===== config.mk =====
export PLATFORM = sky130hd
export DESIGN_NAME = lopd_norm_seq
export DESIGN_NICKNAME = d
export VERILOG_FILES = /design/src/rtl/lopd_norm_seq.sv
export SDC_FILE = /design/constraint.sdc
export NUM_CORES = 1
export LEC_CHECK = 0
export BUFFER_PORTS_ARGS = -buffer_cell sky130_fd_sc_hd__buf_4
export CORE_MARGIN = 2
export CORE_UTILIZATION = 30
export CTS_CLUSTER_DIAMETER = 100
export DETAILED_ROUTE_END_ITERATION = 12
export GPL_TIMING_DRIVEN = 0
export PLACE_DENSITY = 0.58
export SLEW_MARGIN = 10
export SYNTH_ARGS = -nofsm -noshare
export SYNTH_HDL_FRONTEND = slang
export SYNTH_SLANG_ARGS = --single-unit

===== constraint.sdc =====
create_clock -name i_clk -period 4.3 [get_ports i_clk]
set_input_delay 0.215 -clock i_clk [delete_from_list [all_inputs] [get_ports i_clk]]
set_output_delay 0.215 -clock i_clk [all_outputs]
set_load 0.01 [all_outputs]

===== src/rtl/lopd_norm_seq.sv =====
// rtl/lopd_norm_seq.sv - multi-cycle leading-one normalizer driving an external 16-bit LOPD
//
// Purpose:
//   Takes an unnormalized mantissa from the adder and scans it one 16-bit slice
//   per cycle, starting at the MSB slice. Each slice goes to an external LOPD.
//   The block then left-shifts the mantissa so its MSB is 1, and reports the
//   shift amount to the exponent adjust stage.
//
// Optional feature:
//   LOPD_NORM_BACK2BACK_EN - lets DONE hand off its result and accept the next
//   operand on the same edge, so there is no idle cycle between transactions.
//
// Ports:
//   i_clk, i_rst          clock; synchronous active-high reset
//   i_valid / o_ready     upstream handshake
//   i_data                unnormalized mantissa (DATA_W bits)
//   o_lopd_data           slice under scan, sent to the external LOPD (0 outside SCAN)
//   i_lopd_pos            LOPD leading-one index within the slice (15 = MSB)
//   i_lopd_zero           LOPD flag: the slice is all zero
//   o_valid / i_ready     downstream handshake
//   o_data                normalized mantissa
//   o_shift               left-shift amount that was applied
//   o_zero_flag           the operand was entirely zero
module lopd_norm_seq #(
  parameter  int DATA_W    = 48,
  localparam int NUM_SLICE = DATA_W / 16,
  localparam int SHIFT_W   = $clog2(DATA_W)
) (
  input  logic               i_clk,
  input  logic               i_rst,
  input  logic               i_valid,
  output logic               o_ready,
  input  logic [DATA_W-1:0]  i_data,
  output logic [15:0]        o_lopd_data,
  input  logic [3:0]         i_lopd_pos,
  input  logic               i_lopd_zero,
  output logic               o_valid,
  input  logic               i_ready,
  output logic [DATA_W-1:0]  o_data,
  output logic [SHIFT_W-1:0] o_shift,
  output logic               o_zero_flag
);

  // DATA_W = 16*NUM_SLICE, so SHIFT_W = 4 + clog2(NUM_SLICE). The slice index
  // therefore occupies exactly the upper SHIFT_W-4 bits of a shift amount.
  localparam int IDX_W = SHIFT_W - 4;
  localparam logic [IDX_W-1:0] IDX_TOP = IDX_W'(NUM_SLICE - 1);

  if ((DATA_W % 16) != 0 || DATA_W < 32) begin : g_bad_width
    $error("lopd_norm_seq: DATA_W must be a multiple of 16 and at least 32");
  end

  typedef enum logic [1:0] {
    IDLE  = 2'd0,
    SCAN  = 2'd1,
    SHIFT = 2'd2,
    DONE  = 2'd3
  } state_t;

  state_t             state, next_state;
  logic [DATA_W-1:0]  r_data;
  logic [IDX_W-1:0]   r_idx;
  logic [SHIFT_W-1:0] r_shift;

  logic [DATA_W-1:0]  slice_aligned;
  logic [IDX_W-1:0]   lead_slices;
  logic [SHIFT_W-1:0] shift_calc;
  logic               accept;

  // The current slice is moved down to bits [15:0].
  assign slice_aligned = r_data >> {r_idx, 4'b0000};

  // Shift = 16*(zero slices above this one) + (15 - pos). For a 4-bit value,
  // 15 - pos is ~pos, and 16*lead_slices is a concatenation with four zero bits.
  assign lead_slices = IDX_TOP - r_idx;
  assign shift_calc  = {lead_slices, ~i_lopd_pos};

  always_comb begin
    next_state  = state;
    o_lopd_data = 16'h0000;
    o_valid     = 1'b0;
`ifdef LOPD_NORM_BACK2BACK_EN
    o_ready     = (state == IDLE) || ((state == DONE) && i_ready);
`else
    o_ready     = (state == IDLE);
`endif
    case (state)
      IDLE: begin
        if (i_valid) next_state = SCAN;
      end
      SCAN: begin
        o_lopd_data = slice_aligned[15:0];
        if (!i_lopd_zero)      next_state = SHIFT;
        else if (r_idx == '0)  next_state = DONE;
      end
      SHIFT: begin
        next_state = DONE;
      end
      DONE: begin
        o_valid = 1'b1;
        if (i_ready) begin
`ifdef LOPD_NORM_BACK2BACK_EN
          next_state = i_valid ? SCAN : IDLE;
`else
          next_state = IDLE;
`endif
        end
      end
      default: next_state = IDLE;
    endcase
  end

  // o_ready is only high in IDLE or DONE, so a capture never collides with
  // the r_idx decrement that happens in SCAN.
  assign accept = i_valid && o_ready;

  always_ff @(posedge i_clk) begin
    if (i_rst) begin
      state       <= IDLE;
      r_data      <= '0;
      r_idx       <= '0;
      r_shift     <= '0;
      o_data      <= '0;
      o_shift     <= '0;
      o_zero_flag <= 1'b0;
    end else begin
      state <= next_state;
      if (accept) begin
        r_data <= i_data;
        r_idx  <= IDX_TOP;
      end
      case (state)
        SCAN: begin
          if (!i_lopd_zero) begin
            r_shift <= shift_calc;
          end else if (r_idx != '0) begin
            r_idx <= r_idx - 1'b1;
          end else begin
            o_data      <= '0;
            o_shift     <= '0;
            o_zero_flag <= 1'b1;
          end
        end
        SHIFT: begin
          o_data      <= r_data << r_shift;
          o_shift     <= r_shift;
          o_zero_flag <= 1'b0;
        end
        default: ;
      endcase
    end
  end

endmodule


* Word-level counts from Yosys, hierarchy flattened
Index checks and enable logic that the tools add are counted.
Widths: inputs -> output; s select.
** Operators by class
- Add/sub/neg operators :: 2
- Eq/ne operators :: 8
- Shift-type cells :: 2
- Muxes and demuxes :: 20
- Bitwise gates (word level) :: 2
- Reductions and logical operators :: 8
** Operators with widths (count)
- $mux 48 :: 2
- $pmux 48 s2 :: 1
- $shl 48x6->48 :: 1
- $shr 48x6->16 :: 1
- $mux 16 :: 1
- $mux 2 :: 8
- $mux 6 :: 2
- $pmux 6 s2 :: 1
- $ne 2x2->1 const B :: 4
- $pmux 2 s4 :: 1
- $reduce_and 3->1 :: 2
- $eq 2x2->1 const B :: 2
- $logic_not 2->1 :: 2
- $not 4->4 :: 1
- $reduce_bool 2->1 :: 2
- $mux 1 :: 3
- $ne 3x3->1 const B :: 1
- $eq 2x1->1 const B :: 1
- $pmux 1 s2 :: 1
- $reduce_and 2->1 :: 1
- $sub 2x1->2 const B :: 1
- $sub 2x2->2 const A :: 1
- $logic_and 1x1->1 :: 1
- $not 1->1 :: 1
** Word-level totals
- Register bits :: 113
- Output and inout bits :: 73

* Logic depth before layout (Yosys ltp)
- Depth after elaboration :: 6
- Gate-level depth with buffers :: 13
- Depth with buffers taken out :: 7

* Worst setup path before layout
Ideal clock, no wire load.
- Path kind :: reg-to-reg
- Start point :: register r_idx[1]
- End point :: register o_data[44]
- Setup time :: 0.134 ns
- Arrival :: 2.895 ns
- Path slack :: 1.271 ns
- Stages on the path, launching flop included :: 12
- Path buffers :: 5
- Period minus slack after synthesis :: 3.029 ns
- Path through :: dfxtp_1 -> clkbuf_1 -> clkbuf_1 -> clkbuf_1 -> inv_1 -> ha_1 -> a21bo_1 -> clkbuf_1 -> clkbuf_1 -> nand3_1 -> o211ai_1 -> or4b_1
** On the way
- Longest elaborated chain between the ends :: 3
** RTL lines
- start, declared :: line 62 : logic [IDX_W-1:0] r_idx;
- start signal, assigned :: line 137 : r_idx <= r_idx - 1'b1;
- $reduce_bool 2->1 :: line 136 : end else if (r_idx != '0) begin
- $ne 2x2->1 (no line)
- $reduce_and 3->1 (no line)
- end signal, assigned :: line 145 : o_data <= r_data << r_shift;
- end, declared :: line 39 : output logic [DATA_W-1:0] o_data,
Every way passes these cells.
A chain may end at the register's enable or synchronous reset.

* Worst setup path after layout
- Start point :: register r_idx[1]
- End point :: register o_data[41]
The elaborated chain is that of the path after synthesis.

==> key figures <==
Yosys
  – Number of synthesized flops with an enable pin: 0
  – Synth warn: 0
  – Post-synthesis net count: 1017
  – Synth cell types: 69
  – Cell Area, Synth: 7885 um^2
  – Most common flop cell mapped by yosys: dfxtp_1
  – Number of synthesized register bits: around 110
  – Post-synthesis cell count: around 950
  – Share of flip-flops with an asynchronous set or reset: 0%
  – Mean area per synthesized cell: 8.274 um^2
  – Fraction of the yosys area taken by sequential cells: 28.69%

STA
  – Final worst path period need: 3.957 ns
  – Unrepaired setup endpoints after global routing: false
  – Final Skew: 0.008517 ns
  – Final worst path period share: 92.03%
  – Post-Route Setup TNS: 0 ns
  – Max-slew violation count: 0
  – Hold violation total from the final report: 0
  – Achievable clock frequency: 0.2527 GHz
  – Final setup viols: 0
  – Final hold slack: between 0.02 and 0.03 ns
  – Transition time of the tightest slew-check pin: 1.200 ns
  – Worst slew slack as a fraction of its limit: a little under a fifth

CTS
  – Clock network latency to the later pin of the worst-skew pair: 0.43 ns
  – Total number of H-tree levels: 4
  – Clock tree from TritonCTS: built
  – Number of clock sinks: about 110
  – Inserted Clock Buffers: 17
  – Register clock-pin slew on the reported worst setup and hold paths: 0.06 ns
  – Number of buffers on the longest clock path: 2
  – Library cell used as clock root buffer: clkbuf_16

Worst setup path
  – Kind of critical path: flop to flop
  – Most used cell along the critical path: clkbuf_1
  – Highest cell delay on the worst timing path: 0.55 ns
  – CP arrival: 4.23 ns
  – Chain of cells forming the critical path: clkbuf_1 > clkbuf_1 > clkbuf_2 > inv_1 > ha_1 > a21bo_1 > clkbuf_1 > clkbuf_1 > nand3_1 > o22ai_1 > a2111oi_2 > o211ai_1
  – Critical path capture point type: flop
  – Crit-path leading delay family: buffers and inverters
  – Cell at the slowest stage of the critical path: a2111oi_2
  – Sum of buffers and inverters on the critical path: 6
  – Worst EP required: 4.58 ns
  – R2R Setup Slk: 0.34 ns
  – Highest net fanout along the worst path: 10
  – Critical Path Source Type: flop

Routing
  – Average vias per placed instance: 5.855
  – First-pass iteration count of the detailed router: 6
  – Routed wire length per instance: 24.69 um
  – WL final: 35.82 mm
  – Detailed-route DRC error count: 0
  – Violation count after the first detailed-route iteration: approximately 780
  – Via count: 8495
  – Final antenna-violating net count: 0

Final layout
  – Most common cell after layout, fill and taps aside: nand2_1
  – Highest-count cells in the layout ignoring fill and taps: 180 x nand2_1, 132 x buf_4, 113 x dfxtp_1
  – Number of nets at the end of the flow: 1167
  – Diodes inserted: 0
  – Area grow syn2layout: 25.63%
  – Share of layout cells above drive strength 1: 21.77%

Floorplan
  – Number of I/O pins: 130
  – Horizontal die dimension: 166.1 um
  – Full die area: 27600 um^2
  – Core area: between 20000 and 30000 um^2
  – Starting Density: 30.43%
  – FP Rows: 59
  – Die Y: 166.1 um

Status
  – Run status: finished, final reports clean

Global routing
  – Remaining Overflow, GRT: 0
  – First-pass GRT wire length: 53.50 mm
  – Largest net degree at the start of global routing: 17
  – Number of antenna violations at the first check in global routing: 0
  – Global-route total usage across every layer: 25.48%
  – Number of global-route vias before repair: 8147

Placement
  – Detailed-placement wirelength estimate: around 27 mm
  – RePlAce Congestion: between 0.9 and 1
  – Number of port buffers: 128

Pwr
  – Leakage Power: around 3.7 nW
  – Power density normalized to cell area: between 500 and 600 nW/um^2
  – Worst supply voltage drop on vdd: 0.2577 mV

Hold path
  – Worst min-delay path category: primary input to flop

Flow run
  – Max Cap Viol: 0
==> worst paths after layout <==
path / start / cells after the start / endpoint
setup / recovery: r_idx[1] / 12 / o_data[41]
hold / removal: i_data[28] / 3 / r_data[28]
setup reg to reg: r_idx[1] / 12 / o_data[41]
hold reg to reg: o_data[12] / 2 / o_data[12]
==> state kept, by name (all words and copies together) (netlist names) <==
register,cells
r_shift,6
r_idx,2
o_data,48
o_shift,6
o_zero_flag,1
state,2
r_data,48
==> worst reg2reg max path: cells and delay by family, from the launching register on <==
kind                       cells  cell delay, ns
buffers and inverters          6            1.67
AOI/OAI and AO/OA              4            1.09
DFF                            1            0.33
adders and majority gates      1            0.27
and+or+nand+nor                1            0.43
==> repair_timing <==
action	in CTS	in global routing
endpoints found under the hold margin	4	0
hold buffers	4	0
buffers inserted	0	0
gates resized for setup	0	3
setup endpoints to repair	0	4
==> logic make-up after synthesis <==
logic type	after synthesis	synth area share (%)
and+or+nand+nor	367	20.99
AOI/OAI and AO/OA	237	19.96
muxes	126	23.33
DFF	113	28.69
buffers and inverters	103	5.919
adders and majority gates	7	1.111
==> routing by layer <==
layer  global-route usage, %  vias up  share of wire (%)
met5                       0        -                  0
met4                   10.96        0                4.2
met3                   5.624       97                8.7
li1                        -     3832                  -
met1                   35.41     4044                 44
met2                   38.05      522                 43
==> power by group <==
group | leakage (nW) | switching (W) | total [W] | internal [W]
Combinational | 2.54 | 0.00170 | 0.00264 | 0.000942
Sequential | 0.919 | 0.000247 | 0.00145 | 0.00120
Clock | 0.276 | 0.000584 | 0.00144 | 0.000858
==> Yosys cell counts, drive strengths merged, types with 8 or more instances <==
library cell | n | area (um^2)
nor2b | 9 | 56.30
and2 | 22 | 137.6
a22oi | 17 | 127.6
and3 | 11 | 68.82
o211ai | 13 | 97.59
o21ai | 19 | 95.09
nor2 | 67 | 251.5
mux4 | 41 | 953.4
nor3 | 18 | 90.09
a21oi | 78 | 390.4
nand3 | 27 | 140.1
a32oi | 12 | 105.1
a211oi | 16 | 120.1
nand2 | 180 | 675.7
buf | 27 | 181.4
mux2 | 18 | 202.7
clkbuf | 63 | 236.5
o22ai | 31 | 193.9
inv | 11 | 41.29
nand2b | 8 | 50.05
mux2i | 67 | 683.2
dfxtp | 113 | 2262
==> cell type report <==
| cell class | count | area, um^2 |
|---|---|---|
| fillers | 2715 | 16010 |
| multi-input cells | 737 | 5172 |
| flip-flops and latches | 113 | 2262 |
| repair buffers | 132 | 1001 |
| clock buffers | 17 | 425.4 |
| well taps | 335 | 419.2 |
| plain buffers | 89 | 415.4 |
| clock inverters | 15 | 161.4 |
| inverters | 13 | 48.80 |
==> through the flow <==
stage                     utilization (%)  std cells  cell area (um^2)  total power (W)  worst slack (ns)
after floorplan                         -        953              7885         0.003037             1.271
after global placement              35.76       1416              9265         0.004027           0.05360
after detailed placement            35.78       1416              9270         0.004021           0.07673
after CTS                           38.20       1452              9897         0.005459           0.04328
after global routing                38.23       1451              9906         0.005771            0.1070
final                               38.23       1451              9906         0.005526            0.3428
No activity file was read; power rests on OpenSTA's default activity.
